==> src/rtl/vr_pkg.sv <==
// Shared VC-router types: flit and per-VC packet state encodings plus flit-type helpers.
`ifndef FLIT_DATA_WIDTH
`define FLIT_DATA_WIDTH 32
`endif

package vr_pkg;

    typedef enum logic [1:0] {
        HEAD      = 2'b00,
        BODY      = 2'b01,
        TAIL      = 2'b10,
        HEAD_TAIL = 2'b11
    } flit_type_e;

    typedef enum logic [1:0] {
        IDLE     = 2'b00,
        ROUTING  = 2'b01,
        VC_ALLOC = 2'b10,
        ACTIVE   = 2'b11
    } vc_state_e;

    localparam int FLIT_TYPE_MSB = `FLIT_DATA_WIDTH - 1;
    localparam int FLIT_TYPE_LSB = `FLIT_DATA_WIDTH - 2;

    // Both helpers take the 2-bit type field sliced from the top of a flit.
    function automatic logic is_head(input logic [1:0] ftype);
        return (ftype == HEAD) || (ftype == HEAD_TAIL);
    endfunction

    function automatic logic is_tail(input logic [1:0] ftype);
        return (ftype == TAIL) || (ftype == HEAD_TAIL);
    endfunction

endpackage

==> src/rtl/vc_input_buffer_if.sv <==
// Link-side, allocator-side and credit signals of one router input port's VC buffer.
interface vc_input_buffer_if #(
    parameter int FLIT_WIDTH = 32,
    parameter int NUM_VC     = 4,
    parameter int VC_BITS    = $clog2(NUM_VC)
);
    logic [FLIT_WIDTH-1:0]        in_flit;
    logic                         in_valid;
    logic [VC_BITS-1:0]           in_vc;
    logic [NUM_VC-1:0]            rc_done;
    logic [NUM_VC-1:0]            va_grant;
    logic                         rd_en;
    logic [VC_BITS-1:0]           rd_vc;
    logic [FLIT_WIDTH-1:0]        out_flit;
    logic                         out_valid;
    logic [NUM_VC*FLIT_WIDTH-1:0] head_flit;
    logic [NUM_VC-1:0]            vc_empty;
    logic [NUM_VC*2-1:0]          vc_state;
    logic                         credit_valid;
    logic [VC_BITS-1:0]           credit_vc;
    logic                         overflow_err;

    modport master (
        output in_flit, in_valid, in_vc, rc_done, va_grant, rd_en, rd_vc,
        input  out_flit, out_valid, head_flit, vc_empty, vc_state,
               credit_valid, credit_vc, overflow_err
    );

    modport slave (
        input  in_flit, in_valid, in_vc, rc_done, va_grant, rd_en, rd_vc,
        output out_flit, out_valid, head_flit, vc_empty, vc_state,
               credit_valid, credit_vc, overflow_err
    );
endinterface

==> src/rtl/vc_fifo.sv <==
// Single-VC circular flit FIFO; a write into a full FIFO is dropped, judged on the pre-read count.
module vc_fifo #(
    parameter int WIDTH    = 32,
    parameter int DEPTH    = 4,
    parameter int CNT_BITS = $clog2(DEPTH + 1)
) (
    input  logic                clk,
    input  logic                rst_n,
    input  logic                wr_en,
    input  logic                rd_en,
    input  logic [WIDTH-1:0]    data,
    output logic                full,
    output logic                empty,
    output logic [CNT_BITS-1:0] count,
    output logic [WIDTH-1:0]    front
);
    localparam int PTR_BITS = $clog2(DEPTH);
    localparam logic [CNT_BITS-1:0] FULL_CNT = CNT_BITS'(DEPTH);

    logic [WIDTH-1:0]    mem [DEPTH];
    logic [PTR_BITS-1:0] wr_ptr;
    logic [PTR_BITS-1:0] rd_ptr;
    logic                wr_ok;
    logic                rd_ok;

    assign full  = (count == FULL_CNT);
    assign empty = (count == '0);
    assign wr_ok = wr_en && !full;
    assign rd_ok = rd_en && !empty;
    assign front = mem[rd_ptr];

    always_ff @(posedge clk) begin
        if (wr_ok) mem[wr_ptr] <= data;
    end

    // Pointers wrap naturally since DEPTH is a power of two; count separates full from empty.
    always_ff @(posedge clk or negedge rst_n) begin
        if (!rst_n) begin
            wr_ptr <= '0;
            rd_ptr <= '0;
            count  <= '0;
        end else begin
            if (wr_ok) wr_ptr <= wr_ptr + 1'b1;
            if (rd_ok) rd_ptr <= rd_ptr + 1'b1;
            case ({wr_ok, rd_ok})
                2'b10:   count <= count + 1'b1;
                2'b01:   count <= count - 1'b1;
                default: count <= count;
            endcase
        end
    end
endmodule

==> src/rtl/vc_input_buffer.sv <==
// Per-port VC buffer bank: one FIFO per VC, per-VC packet FSM, registered read port and credit return.
`ifndef FLIT_DATA_WIDTH
`define FLIT_DATA_WIDTH 32
`endif

module vc_input_buffer
    import vr_pkg::*;
#(
    parameter int FLIT_WIDTH = `FLIT_DATA_WIDTH,
    parameter int NUM_VC     = 4,
    parameter int BUF_DEPTH  = 4,
    parameter int VC_BITS    = $clog2(NUM_VC),
    parameter int CNT_BITS   = $clog2(BUF_DEPTH + 1)
) (
    input logic              clk,
    input logic              reset,
    vc_input_buffer_if.slave bus
);
    logic [1:0]            rst_sync;
    logic                  rst_n;
    logic [NUM_VC-1:0]     wr_en;
    logic [NUM_VC-1:0]     rd_fire;
    logic [NUM_VC-1:0]     full;
    logic [NUM_VC-1:0]     empty;
    logic [CNT_BITS-1:0]   count [NUM_VC];
    logic [FLIT_WIDTH-1:0] front [NUM_VC];
    vc_state_e             state_q [NUM_VC];
    vc_state_e             state_d [NUM_VC];
    logic                  rd_legal;
    logic [FLIT_WIDTH-1:0] out_flit_q;
    logic                  out_valid_q;
    logic                  credit_valid_q;
    logic [VC_BITS-1:0]    credit_vc_q;
    logic                  overflow_q;

    // Assertion is immediate; release is retimed to clk so no flop leaves reset mid-edge.
    always_ff @(posedge clk or negedge reset) begin
        if (!reset) rst_sync <= 2'b00;
        else        rst_sync <= {rst_sync[0], 1'b1};
    end
    assign rst_n = rst_sync[1];

    assign rd_legal = bus.rd_en && (state_q[bus.rd_vc] == ACTIVE) && (count[bus.rd_vc] != '0);

    for (genvar i = 0; i < NUM_VC; i++) begin : g_vc
        assign wr_en[i]   = bus.in_valid && (bus.in_vc == VC_BITS'(i));
        assign rd_fire[i] = rd_legal && (bus.rd_vc == VC_BITS'(i));

        vc_fifo #(
            .WIDTH    (FLIT_WIDTH),
            .DEPTH    (BUF_DEPTH),
            .CNT_BITS (CNT_BITS)
        ) u_fifo (
            .clk   (clk),
            .rst_n (rst_n),
            .wr_en (wr_en[i]),
            .rd_en (rd_fire[i]),
            .data  (bus.in_flit),
            .full  (full[i]),
            .empty (empty[i]),
            .count (count[i]),
            .front (front[i])
        );

        assign bus.head_flit[i*FLIT_WIDTH +: FLIT_WIDTH] = front[i];
        assign bus.vc_state[2*i +: 2]                    = state_q[i];
    end

    always_ff @(posedge clk or negedge rst_n) begin
        if (!rst_n) begin
            for (int i = 0; i < NUM_VC; i++) state_q[i] <= IDLE;
        end else begin
            for (int i = 0; i < NUM_VC; i++) state_q[i] <= state_d[i];
        end
    end

    // A non-head flit stranded at the front of an IDLE VC keeps it IDLE and unreadable.
    always_comb begin
        for (int i = 0; i < NUM_VC; i++) begin
            state_d[i] = state_q[i];
            case (state_q[i])
                IDLE:     if (!empty[i] && is_head(front[i][FLIT_WIDTH-1 -: 2])) state_d[i] = ROUTING;
                ROUTING:  if (bus.rc_done[i])  state_d[i] = VC_ALLOC;
                VC_ALLOC: if (bus.va_grant[i]) state_d[i] = ACTIVE;
                ACTIVE:   if (rd_fire[i] && is_tail(front[i][FLIT_WIDTH-1 -: 2])) state_d[i] = IDLE;
                default:  state_d[i] = IDLE;
            endcase
        end
    end

    always_ff @(posedge clk or negedge rst_n) begin
        if (!rst_n) begin
            out_flit_q     <= '0;
            out_valid_q    <= 1'b0;
            credit_valid_q <= 1'b0;
            credit_vc_q    <= '0;
            overflow_q     <= 1'b0;
        end else begin
            out_valid_q    <= rd_legal;
            credit_valid_q <= rd_legal;
            if (rd_legal) begin
                out_flit_q  <= front[bus.rd_vc];
                credit_vc_q <= bus.rd_vc;
            end
            if (bus.in_valid && full[bus.in_vc]) overflow_q <= 1'b1;
        end
    end

    assign bus.out_flit     = out_flit_q;
    assign bus.out_valid    = out_valid_q;
    assign bus.vc_empty     = empty;
    assign bus.credit_valid = credit_valid_q;
    assign bus.credit_vc    = credit_vc_q;
    assign bus.overflow_err = overflow_q;
endmodule

==> src/flat_wrapper.sv <==
// flat-port wrapper written by rule: the top's interface ports become plain ports
module vc_input_buffer_flat import vr_pkg::*;
#(
    parameter int FLIT_WIDTH = `FLIT_DATA_WIDTH,
    parameter int NUM_VC     = 4,
    parameter int BUF_DEPTH  = 4,
    parameter int VC_BITS    = $clog2(NUM_VC),
    parameter int CNT_BITS   = $clog2(BUF_DEPTH + 1)
)
  (clk, reset, bus_in_flit, bus_in_valid, bus_in_vc, bus_rc_done, bus_va_grant, bus_rd_en, bus_rd_vc, bus_out_flit, bus_out_valid, bus_head_flit, bus_vc_empty, bus_vc_state, bus_credit_valid, bus_credit_vc, bus_overflow_err);
  vc_input_buffer_if #(.FLIT_WIDTH(FLIT_WIDTH), .NUM_VC(NUM_VC), .VC_BITS(VC_BITS)) bus_i ();
  input logic clk;
  input logic reset;
  input wire logic [$bits(bus_i.in_flit)-1:0] bus_in_flit;
  input wire logic [$bits(bus_i.in_valid)-1:0] bus_in_valid;
  input wire logic [$bits(bus_i.in_vc)-1:0] bus_in_vc;
  input wire logic [$bits(bus_i.rc_done)-1:0] bus_rc_done;
  input wire logic [$bits(bus_i.va_grant)-1:0] bus_va_grant;
  input wire logic [$bits(bus_i.rd_en)-1:0] bus_rd_en;
  input wire logic [$bits(bus_i.rd_vc)-1:0] bus_rd_vc;
  output wire logic [$bits(bus_i.out_flit)-1:0] bus_out_flit;
  output wire logic [$bits(bus_i.out_valid)-1:0] bus_out_valid;
  output wire logic [$bits(bus_i.head_flit)-1:0] bus_head_flit;
  output wire logic [$bits(bus_i.vc_empty)-1:0] bus_vc_empty;
  output wire logic [$bits(bus_i.vc_state)-1:0] bus_vc_state;
  output wire logic [$bits(bus_i.credit_valid)-1:0] bus_credit_valid;
  output wire logic [$bits(bus_i.credit_vc)-1:0] bus_credit_vc;
  output wire logic [$bits(bus_i.overflow_err)-1:0] bus_overflow_err;
  assign bus_i.in_flit = bus_in_flit;
  assign bus_i.in_valid = bus_in_valid;
  assign bus_i.in_vc = bus_in_vc;
  assign bus_i.rc_done = bus_rc_done;
  assign bus_i.va_grant = bus_va_grant;
  assign bus_i.rd_en = bus_rd_en;
  assign bus_i.rd_vc = bus_rd_vc;
  assign bus_out_flit = bus_i.out_flit;
  assign bus_out_valid = bus_i.out_valid;
  assign bus_head_flit = bus_i.head_flit;
  assign bus_vc_empty = bus_i.vc_empty;
  assign bus_vc_state = bus_i.vc_state;
  assign bus_credit_valid = bus_i.credit_valid;
  assign bus_credit_vc = bus_i.credit_vc;
  assign bus_overflow_err = bus_i.overflow_err;
  vc_input_buffer #(.FLIT_WIDTH(FLIT_WIDTH), .NUM_VC(NUM_VC), .BUF_DEPTH(BUF_DEPTH), .VC_BITS(VC_BITS), .CNT_BITS(CNT_BITS)) u_core (.clk(clk), .reset(reset), .bus(bus_i));
endmodule
==> config.mk <==
export PLATFORM = sky130hd
export DESIGN_NAME = vc_input_buffer_flat
export DESIGN_NICKNAME = d
export VERILOG_FILES = /design/src/rtl/vr_pkg.sv /design/src/rtl/vc_input_buffer_if.sv /design/src/rtl/vc_fifo.sv /design/src/rtl/vc_input_buffer.sv /design/src/flat_wrapper.sv
export SDC_FILE = /design/constraint.sdc
export NUM_CORES = 1
export LEC_CHECK = 0
export BUFFER_PORTS_ARGS = -buffer_cell sky130_fd_sc_hd__buf_2
export CORE_ASPECT_RATIO = 2
export CORE_MARGIN = 8
export CORE_UTILIZATION = 45
export DETAILED_ROUTE_END_ITERATION = 8
export GPL_ROUTABILITY_DRIVEN = 0
export PLACE_DENSITY_LB_ADDON = 0.15
export SLEW_MARGIN = 20
export SYNTH_ARGS = -nofsm -noshare
export SYNTH_HDL_FRONTEND = slang
export SYNTH_SLANG_ARGS = --single-unit
==> constraint.sdc <==
create_clock -name clk -period 3.3 [get_ports clk]
set_clock_uncertainty 0.1 [all_clocks]
set_input_delay 0.33 -clock clk [delete_from_list [all_inputs] [get_ports clk]]
set_output_delay 0.33 -clock clk [all_outputs]
set_load 0.01 [all_outputs]
==> metrics.log, run 1 <==
[metrics] area share of and/or/nand/nor cells after synthesis: 0.0182
[metrics] Synth Area in XOR/XNOR: 0.0151
[metrics] number of pins with negative max-slew slack in the final report: 0
[metrics] wire length reported by the detailed router: 62.6 mm
[metrics] result of the run: complete, no violations
[metrics] type of destination of the critical path: primary output
[metrics] unrepaired setup endpoints after global routing: no
[metrics] Leakage Power: ~9.5 nW
[metrics] most common cell after layout, fill and taps aside: edfxtp_1
[metrics] effective utilization at floorplan: 0.454
[metrics] Yosys cell types: 48
[metrics] number of cells after detailed placement: 2,006
[metrics] wire length of the first global-routing pass: about 90 mm
[metrics] fraction of final layout cells sized beyond drive strength 1: 0.352
[metrics] mux cell area share after synthesis: 0.133
[metrics] initial detailed-routing violation count: 881
[metrics] final routed wire length divided by cell count: 29.6 µm
[metrics] total global-route track usage: 0.210
[metrics] synthesized flop and latch total: ~590
[metrics] Placement Rows: between 100 and 150
[metrics] Yosys warning total: 0
[metrics] final non-filler cell total: 2,116
[metrics] clk_lat worst skew: 0.58 ns
[metrics] buffer count from post-CTS setup fixing: 0
[metrics] Die Footprint: 59,400 µm²
[metrics] root buffer cell: clkbuf_16
[metrics] number of max-capacitance violations reported: 0
[metrics] Cell Area, Synth: 23,100 µm²
[metrics] maximum clock frequency: 353 MHz
[metrics] Startpoint Class: flip-flop
[metrics] total clock sinks: 586
[metrics] clock tree from TritonCTS: done
[metrics] reg-to-reg startpoint: u_core.g_vc[0].u_fifo.count[2]
[metrics] Worst EP arrival: 2.40 ns
[metrics] Final Hold Viols: 0
[metrics] commonest non-fill, non-tap cells in the layout: edfxtp_1, buf_2, mux4_2
[metrics] final antenna diode count: 0
[metrics] Min-Delay Path Depth: 1
[metrics] Post-Synth Adder-Cell Area: 0.0251
[metrics] number of instances in the synthesized netlist: 1,142
[metrics] normalized max-slew margin: 0.305
[metrics] Die Span Y: approximately 340 µm
[metrics] Period minus WS final: 2.83 ns
[metrics] final setup vio count: 0
[metrics] Hold-fix buffers, CTS: 14
[metrics] count of input and output buffers: 224
[metrics] worst reg2reg path depth: 5
[metrics] Final ANT Viol Nets: 0
[metrics] growth of design area from synthesis to finish: 17.6%
[metrics] initial antenna violation count: 1
[metrics] Crit Reg-Reg Endpoint: u_core.g_vc[0].u_fifo.mem[2][12]
[metrics] Worst Hold End: u_core.g_vc[1].u_fifo.mem[1][25]
[metrics] top-level I/O count: roughly 230
[metrics] classification of the worst setup path: flip-flop to primary output
[metrics] total number of H-tree levels: 2
[metrics] endpoint required time on the critical path: roughly 2.9 ns
[metrics] first-pass detailed-route iteration total: 5
[metrics] GRT Residual Overflow: 0
[metrics] most frequently used flop master after synthesis: edfxtp_1
[metrics] combinational family with the most area after synthesis: multiplexers
[metrics] PD cells: 827 nW/µm²
[metrics] Slew @ Worst Pin: roughly 1.0 ns
[metrics] vias post-DR: 12,228
[metrics] post-synthesis average cell area: 20.3 µm²
[metrics] maximum number of pins on one net before global-route repair: 58
[metrics] Die W: 176 µm
[metrics] crit path max fanout: 21
[metrics] flop2flop setup slack: 0.76 ns
[metrics] post-synthesis compound-gate area fraction: 0.0445
[metrics] total nets after synthesis: 1,234
[metrics] Max VDD drop: 0.546 mV
[metrics] min-delay src: bus_in_flit[25]
[metrics] buffer depth of the longest clock path: 3
[metrics] hpwl dp: 42.1 mm
[metrics] Tightest Hold Check Type: input pin to flip-flop
[metrics] drt via density: 5.78
[metrics] Core Box Area: 50,900 µm²
[metrics] post-cts gate resize count: 0
[metrics] number of nets in the layout: 1,511
[metrics] Period Utilization, post-route: 0.859
[metrics] proportion of synthesized chip area in sequential cells: 0.744
[metrics] CTS clk-pin slew, worst paths: 0.06 ns
[metrics] clock buffer count from CTS: 51
[metrics] drc violations: 0
[metrics] setup_tns: 0 ns
[metrics] count of flip-flops with a built-in enable after synthesis: 512
[metrics] vias in the first global route: 13,214
[metrics] async set-reset flop share out of synthesis: 0.126
## flip-flops by register name, indices dropped and copies added, names as in the netlist
| signal | flops |
|---|---|
| u_core.g_vc.u_fifo.mem | 512 |
| u_core.bus.out_flit | 32 |
| u_core.g_vc.u_fifo.count | 12 |
| u_core.bus.vc_state | 8 |
| u_core.g_vc.u_fifo.rd_ptr | 8 |
| u_core.g_vc.u_fifo.wr_ptr | 8 |
| u_core.bus.credit_vc | 2 |
| u_core.rst_sync | 2 |
| u_core.bus.out_valid | 1 |
| u_core.bus.overflow_err | 1 |
## final cells by class
| cell class | count | area, µm² |
|---|---|---|
| clock inverters | 22 | 205 |
| clock buffers | 74 | 1440 |
| fillers | 4073 | 23700 |
| well taps | 654 | 818 |
| multi-input cells | 455 | 5510 |
| repair buffers | 282 | 1830 |
| inverters | 43 | 161 |
| flip-flops and latches | 586 | 17200 |
## stage by stage
| stage | util | cell area, µm² | setup WS [ns] | hold WS [ns] | power (mW) |
|---|---|---|---|---|---|
| floorplan | - | 23100 | 0.687 | -0.0656 | 13.7 |
| global placement | 0.499 | 25400 | 0.737 | 0.0225 | 16.8 |
| detailed placement | 0.499 | 25400 | 0.716 | 0.0213 | 16.9 |
| CTS | 0.534 | 27200 | 0.388 | 0.00161 | 22.8 |
| global route | 0.534 | 27200 | 0.333 | 0.0285 | 23.5 |
| finish | 0.534 | 27200 | 0.467 | 0.0372 | 22.5 |
## logic make-up after synthesis
logic type,after synthesis
compound gates,154
mux,141
simple gates,75
fa+ha+maj,44
flops,586
other cells,1
buf+inv,101
xor+xnor,40
## how the worst max path moves through the flow
| stage | start | end | slack (ns) | cells past startpoint |
|---|---|---|---|---|
| global route | u_core.g_vc[1].u_fifo.rd_ptr[0] | bus_head_flit[59] | 0.33 | 3 |
| floorplan | bus_in_vc[0] | u_core.g_vc[0].u_fifo.mem[0][0] | 0.69 | 3 |
| CTS | u_core.g_vc[1].u_fifo.rd_ptr[0] | bus_head_flit[59] | 0.39 | 3 |
| global placement | u_core.g_vc[0].u_fifo.count[2] | u_core.g_vc[0].u_fifo.mem[1][23] | 0.74 | 5 |
| finish | u_core.g_vc[1].u_fifo.rd_ptr[0] | bus_head_flit[59] | 0.47 | 3 |
| detailed placement | u_core.g_vc[0].u_fifo.count[2] | u_core.g_vc[0].u_fifo.mem[2][20] | 0.72 | 5 |
## synthesized netlist by cell type (2+ instances only)
library cell,number,share of area
a311oi_1,2,0.00076
mux4_2,132,0.13
nand2_1,25,0.0041
mux2i_1,4,0.0017
nor2b_1,3,0.00081
inv_1,43,0.0070
clkbuf_1,17,0.0028
nand3_1,3,0.00065
o22ai_1,5,0.0014
ha_1,40,0.022
a21oi_1,31,0.0067
edfxtp_1,512,0.66
buf_1,4,0.00065
dfrtp_1,74,0.080
nor3_2,6,0.0026
xnor2_1,16,0.0061
a22oi_1,26,0.0084
mux2_2,3,0.0015
and2_1,17,0.0046
nor2_1,12,0.0019
a22o_1,31,0.012
a211o_1,4,0.0015
buf_4,11,0.0036
o21a_1,3,0.00097
xor2_1,24,0.0091
a221oi_1,5,0.0019
buf_2,25,0.0054
nor4b_1,2,0.00076
fa_1,4,0.0035
o21ai_0,39,0.0084
nand3b_1,2,0.00065
## metal layers
metal  GRT usage  part of all wire
met5           0           0.00013
met1       0.246              0.37
met2       0.388              0.55
met4      0.0646             0.025
met3      0.0314             0.058
## where the power goes
part / internal [mW] / total, mW / switching (mW)
Combinational: 3.06 / 6.99 / 3.93
Clock: 3.29 / 5.94 / 2.65
Sequential: 8.85 / 9.58 / 0.732
Total: 15.2 / 22.5 / 7.31
## worst max-delay path, stage by stage, from the launching register on
cell and delay [ns]:
dfrtp_2 0.71, buf_12 0.28, mux4_2 0.61, buf_2 0.18
(Power assumes the default switching activity.)
==> run 2: changes to the inputs <==
- ABC_AREA: unset -> 1
- CTS_CLUSTER_DIAMETER: unset -> 30
==> metrics.log, run 2 <==
[metrics] result of the run: complete, no violations
[metrics] top routing layer used: met5
[metrics] worst reg2reg path depth: 14
[metrics] min-delay src: bus_in_flit[6]
[metrics] type of destination of the critical path: primary output
[metrics] Crit Reg-Reg Endpoint: u_core.g_vc[0].u_fifo.count[2]
[metrics] count of input and output buffers: ~220
[metrics] reg-to-reg startpoint: u_core.g_vc[0].u_fifo.count[0]
[metrics] number of flip-flops in the largest register: 512
[metrics] Yosys warning total: 0
[metrics] fin area: 28,400 µm²
[metrics] fraction of final layout cells sized beyond drive strength 1: 0.191
[metrics] total global-route track usage: 0.232
[metrics] count of flip-flops with a built-in enable after synthesis: 512
[metrics] Die Footprint: 60,900 µm²
[metrics] clk_lat worst skew: 0.60 ns
[metrics] most frequent cells after synthesis: edfxtp_1, nand2_1, nor2_1, o21ai_0, inv_1
[metrics] async set-reset flop share out of synthesis: 0.126
[metrics] commonest non-fill, non-tap cells in the layout: edfxtp_1, nand2_1, o21ai_0
[metrics] total nets after synthesis: 2,052
[metrics] PD cells: between 900 and 1000 nW/µm²
[metrics] critical path startpoint: u_core.g_vc[1].u_fifo.rd_ptr[0]
[metrics] normalized max-slew margin: 0.489
[metrics] number of nets in the layout: 2,300
[metrics] Final Hold Viols: 0
[metrics] flop2flop setup slack: 0.71 ns
[metrics] effective utilization at floorplan: 0.454
[metrics] growth of design area from synthesis to finish: 19.4%
[metrics] CTS clk-pin slew, worst paths: 0.06 ns
[metrics] post-cts gate resize count: 0
[metrics] proportion of synthesized chip area in sequential cells: 0.724
[metrics] endpoint required time on the critical path: 2.87 ns
[metrics] clock buffer count from CTS: 71
[metrics] met3 wire length: 4.28 mm
[metrics] Max VDD drop: between 0.5 and 0.6 mV
[metrics] Placement Rows: between 100 and 150
[metrics] unrepaired setup endpoints after global routing: no
[metrics] classification of the worst setup path: flip-flop to primary output
[metrics] Die W: roughly 180 µm
[metrics] Period minus WS final: 3.03 ns
[metrics] total placed instance area: 25,800 µm²
[metrics] vias in the first global route: around 16,000
[metrics] hpwl dp: roughly 50 mm
[metrics] first-pass detailed-route iteration total: 5
[metrics] GRT Residual Overflow: 0
[metrics] Slew @ Worst Pin: 0.766 ns
[metrics] final routed wire length divided by cell count: 24.3 µm
[metrics] Startpoint Class: flip-flop
[metrics] biggest area consumer among synthesized cells: edfxtp_1
[metrics] drc violations: 0
[metrics] Final ANT Viol Nets: 0
[metrics] maximum number of pins on one net before global-route repair: 75
[metrics] most common cell in the synthesized netlist: edfxtp_1
[metrics] initial antenna violation count: 2
[metrics] most common cell after layout, fill and taps aside: edfxtp_1
[metrics] drt via density: ~5.5
[metrics] top-level I/O count: 225
[metrics] Hold-fix buffers, CTS: 5
[metrics] initial detailed-routing violation count: 1,156
[metrics] final design utilization: 0.542
[metrics] Core Box Area: between 50,000 and 60,000 µm²
[metrics] vias post-DR: 16,163
[metrics] most flop-heavy register: u_core.g_vc.u_fifo.mem
[metrics] Period Utilization, post-route: 0.919
[metrics] maximum clock frequency: ~330 MHz
[metrics] Leakage Power: 10.9 nW
[metrics] post-synthesis average cell area: 12.1 µm²
[metrics] Worst EP arrival: between 2 and 3 ns
[metrics] cells taking the most area after synthesis: edfxtp_1, dfrtp_1, nand2_1
[metrics] most frequently used flop master after synthesis: edfxtp_1
[metrics] total clock sinks: 586
[metrics] Yosys cell types: 32
[metrics] Critical Path End: bus_head_flit[48]
[metrics] buffer depth of the longest clock path: 3
[metrics] met2 wire len: 37.8 mm
[metrics] Cell Area, Synth: 23,800 µm²
[metrics] total number of H-tree levels: 3
[metrics] crit path max fanout: 34
[metrics] M1 WL: 25.4 mm
[metrics] buffer count from post-CTS setup fixing: 0
[metrics] synthesized flop and latch total: 586
[metrics] Die Span Y: 341 µm
[metrics] number of pins with negative max-slew slack in the final report: 0
[metrics] wire length reported by the detailed router: 71.2 mm
[metrics] clock tree from TritonCTS: done
[metrics] Tightest Hold Check Type: input pin to flip-flop
[metrics] root buffer cell: clkbuf_16
[metrics] final setup vio count: 0
[metrics] area share of the largest cell type after synthesis: 0.646
[metrics] wire length of the first global-routing pass: about 100 mm
[metrics] final antenna diode count: 0
[metrics] setup_tns: 0 ns
[metrics] number of max-capacitance violations reported: 0
[metrics] number of instances in the synthesized netlist: 1,960
==> run 2: changes by cell type after synthesis, moves of 83 or more <==
cell     delta
o21ai_0   +208
nand3_1    +83
nor2_1    +236
o22ai_1   +105
nand2_1   +310
mux4_2    -132
==> run 2: worst max-delay path: stages, from the launching register on <==
cell and delay, ns:
dfrtp_2 0.41, inv_2 0.41, buf_12 0.27, o21ai_0 0.10, o22ai_1 0.55, buf_2 0.25
==> run 2: logic make-up (layout without fill, tap and decap cells) <==
kind of cell,after synthesis,after routing,share of synthesized area
simple gates,697,697,0.119
other cells,1,1,0.000158
xor+xnor,20,20,0.00736
flops,586,586,0.724
compound gates,391,391,0.0883
buf+inv,221,528,0.0368
fa+ha+maj,44,44,0.0244
==> run 2: how the worst min path moves through the flow <==
stage / endpoint / slack [ns] / cells past startpoint
after floorplan: u_core.rst_sync[0] / -0.07 / 0
after global placement: u_core.rst_sync[0] / 0.02 / 1
after detailed placement: u_core.rst_sync[0] / 0.02 / 1
after CTS: u_core.g_vc[2].u_fifo.mem[0][6] / 0.03 / 1
after global routing: u_core.g_vc[2].u_fifo.mem[0][6] / 0.04 / 1
final: u_core.g_vc[3].u_fifo.mem[1][6] / 0.05 / 1
==> run 2: cell type report <==
class / count / area (µm²)
Tap cell: 665 / 832
Sequential cell: 586 / 17200
Fill cell: 4446 / 24000
Clock buffer: 84 / 1920
Clock inverter: 48 / 623
Multi-Input combinational cell: 1153 / 5800
Timing Repair Buffer: 276 / 1550
Inverter: 120 / 450
==> run 2: per-stage QoR <==
step	instances	setup slack, ns	power, mW	hold slack [ns]
2_1_floorplan	1960	0.584	14.1	-0.0656
3_3_place_gp	2795	0.445	18.2	0.0159
3_5_place_dp	2795	0.407	18.4	0.0192
4_1_cts	2932	0.226	26.7	0.0314
5_1_grt	2932	0.176	27.7	0.0395
6_report	2932	0.266	26.4	0.0498
==> run 2: where the power goes <==
part	internal [mW]	switching, mW	total [mW]
Sequential	8.81	0.456	9.27
Combinational	2.61	6.23	8.84
Clock	5.07	3.21	8.28
==> run 2: per-layer routing <==
metal,GRT usage,up-vias
li1,-,7383
met1,0.253,8027
met2,0.417,609
met3,0.0422,140
met4,0.121,4
met5,0,-
==> run 3: changes to the inputs <==
- BUFFER_PORTS_ARGS: -buffer_cell sky130_fd_sc_hd__buf_2 -> -buffer_cell sky130_fd_sc_hd__clkbuf_2
==> metrics.log, run 3 (synthesis gave the netlist of run 2 again) <==
[metrics] result of the run: complete, no violations
[metrics] pre-CTS WS: ~0.36 ns
[metrics] vias in the first global route: between 15,000 and 20,000
[metrics] crit path max fanout: 34
[metrics] initial antenna violation count: 1
[metrics] flop2flop setup slack: about 0.7 ns
[metrics] maximum number of pins on one net before global-route repair: 67
[metrics] total clock sinks: 586
[metrics] wire length of the first global-routing pass: around 100 mm
[metrics] Period Utilization, post-route: 0.920
[metrics] Final ANT Viol Nets: 0
[metrics] clock buffer count from CTS: 71
[metrics] PD cells: approximately 920 nW/µm²
[metrics] drc violations: 0
[metrics] initial detailed-routing violation count: roughly 1,200
[metrics] CTS clk-pin slew, worst paths: 0.06 ns
[metrics] commonest non-fill, non-tap cells in the layout: edfxtp_1, nand2_1, o21ai_0
[metrics] post-cts gate resize count: 0
[metrics] number of flip-flops in the largest register: 512
[metrics] PnR Total Power: roughly 26 mW
[metrics] fraction of final layout cells sized beyond drive strength 1: 0.193
[metrics] clock tree from TritonCTS: done
[metrics] Die Span Y: 341 µm
[metrics] number of pins with negative max-slew slack in the final report: 0
[metrics] most common cell after layout, fill and taps aside: edfxtp_1
[metrics] total global-route track usage: 0.233
[metrics] number of nets in the layout: 2,301
[metrics] total number of H-tree levels: 3
[metrics] effective utilization at floorplan: 0.454
[metrics] Slew @ Worst Pin: 0.847 ns
[metrics] endpoint required time on the critical path: 2.87 ns
[metrics] Slowest-stage cell, CP: dfrtp_2
[metrics] Max VDD drop: approximately 0.6 mV
[metrics] Period minus WS final: 3.04 ns
[metrics] final routed wire length divided by cell count: about 24 µm
[metrics] Placement Rows: ~120
[metrics] critical path, cell by cell: inv_1 > buf_4 > o21ai_0 > o22ai_1 > clkbuf_2
[metrics] normalized max-slew margin: 0.435
[metrics] reg-to-reg startpoint: u_core.bus.vc_state[3]
[metrics] maximum clock frequency: ~330 MHz
[metrics] root buffer cell: clkbuf_16
[metrics] vias post-DR: about 16,000
[metrics] number of max-capacitance violations reported: 0
[metrics] unrepaired setup endpoints after global routing: no
[metrics] Startpoint Class: flip-flop
[metrics] wire length reported by the detailed router: 71.2 mm
[metrics] Critical Path Max Stage Delay: roughly 0.63 ns
[metrics] Final Hold Viols: 0
[metrics] buffer count from post-CTS setup fixing: 0
[metrics] Worst EP arrival: 2.61 ns
[metrics] clk_lat worst skew: roughly 0.6 ns
[metrics] Die W: 179 µm
[metrics] GRT Residual Overflow: 0
[metrics] classification of the worst setup path: flip-flop to primary output
[metrics] final setup vio count: 0
[metrics] Core Box Area: 52,400 µm²
[metrics] min setup slack post-route: 0.263 ns
[metrics] final antenna diode count: 0
[metrics] top-level I/O count: about 230
[metrics] critical path startpoint: u_core.g_vc[3].u_fifo.rd_ptr[0]
[metrics] Hold Slack: 0.0480 ns
[metrics] most flop-heavy register: u_core.g_vc.u_fifo.mem
[metrics] final design utilization: 0.541
[metrics] type of destination of the critical path: primary output
[metrics] Min-Delay Path Depth: 3
[metrics] Critical Path End: bus_head_flit[118]
[metrics] buffer depth of the longest clock path: 3
[metrics] first-pass detailed-route iteration total: 5
[metrics] count of input and output buffers: roughly 220
[metrics] worst reg2reg path depth: 14
[metrics] setup_tns: 0 ns
[metrics] drt via density: about 5.5
[metrics] Tightest Hold Check Type: input pin to flip-flop
[metrics] Die Footprint: 60,900 µm²
[metrics] Crit Reg-Reg Endpoint: u_core.g_vc[0].u_fifo.count[2]
[metrics] Leakage Power: 10.9 nW
[metrics] hpwl dp: 49.4 mm
[metrics] growth of design area from synthesis to finish: 19.2%
## run 3: where the power goes
group          switching (mW)  internal, mW
clock                    3.24          4.69
sequential              0.548          8.81
combinational            6.14          2.63
total                    9.93          16.1
## run 3: how the worst min path moves through the flow
stage,end,from
after floorplan,u_core.rst_sync[0],reset
after CTS,u_core.bus.credit_vc[0],bus_rd_vc[0]
after global placement,u_core.rst_sync[0],reset
after global routing,u_core.bus.credit_vc[0],bus_rd_vc[0]
final,u_core.bus.credit_vc[0],bus_rd_vc[0]
after detailed placement,u_core.rst_sync[0],reset
## run 3: per-layer routing
metal,GRT usage,part of all wire
met2,0.413,0.53
met1,0.250,0.35
met4,0.145,0.062
met5,0,0.00018
met3,0.0404,0.057
## run 3: worst max-delay path, delay by kind of cell, from the launching register on
| kind | cells | cell delay, ns |
|---|---|---|
| buffers and inverters | 3 | 0.75 |
| AO/OA/AOI/OAI | 2 | 0.63 |
| flip-flops | 1 | 0.63 |
## run 3: final cells by class
cell class / count / area (µm²)
inverter: 120 / 450
clock inverter: 48 / 493
tap: 665 / 832
clock buffer: 84 / 1960
sequential: 586 / 17200
fill: 4511 / 24100
multi-input combinational: 1153 / 5800
timing repair buffer: 277 / 1580
## run 3: what timing repair did
action	CTS	global route
hold buffers	4	0
endpoints found under the hold margin	4	0
setup endpoints to repair	0	0
## run 3: per-stage QoR
stage	cells	area, µm²
final	2933	28400
after global routing	2933	28400
after CTS	2933	28400
after detailed placement	2797	25900
after global placement	2797	25900
after floorplan	1960	23800
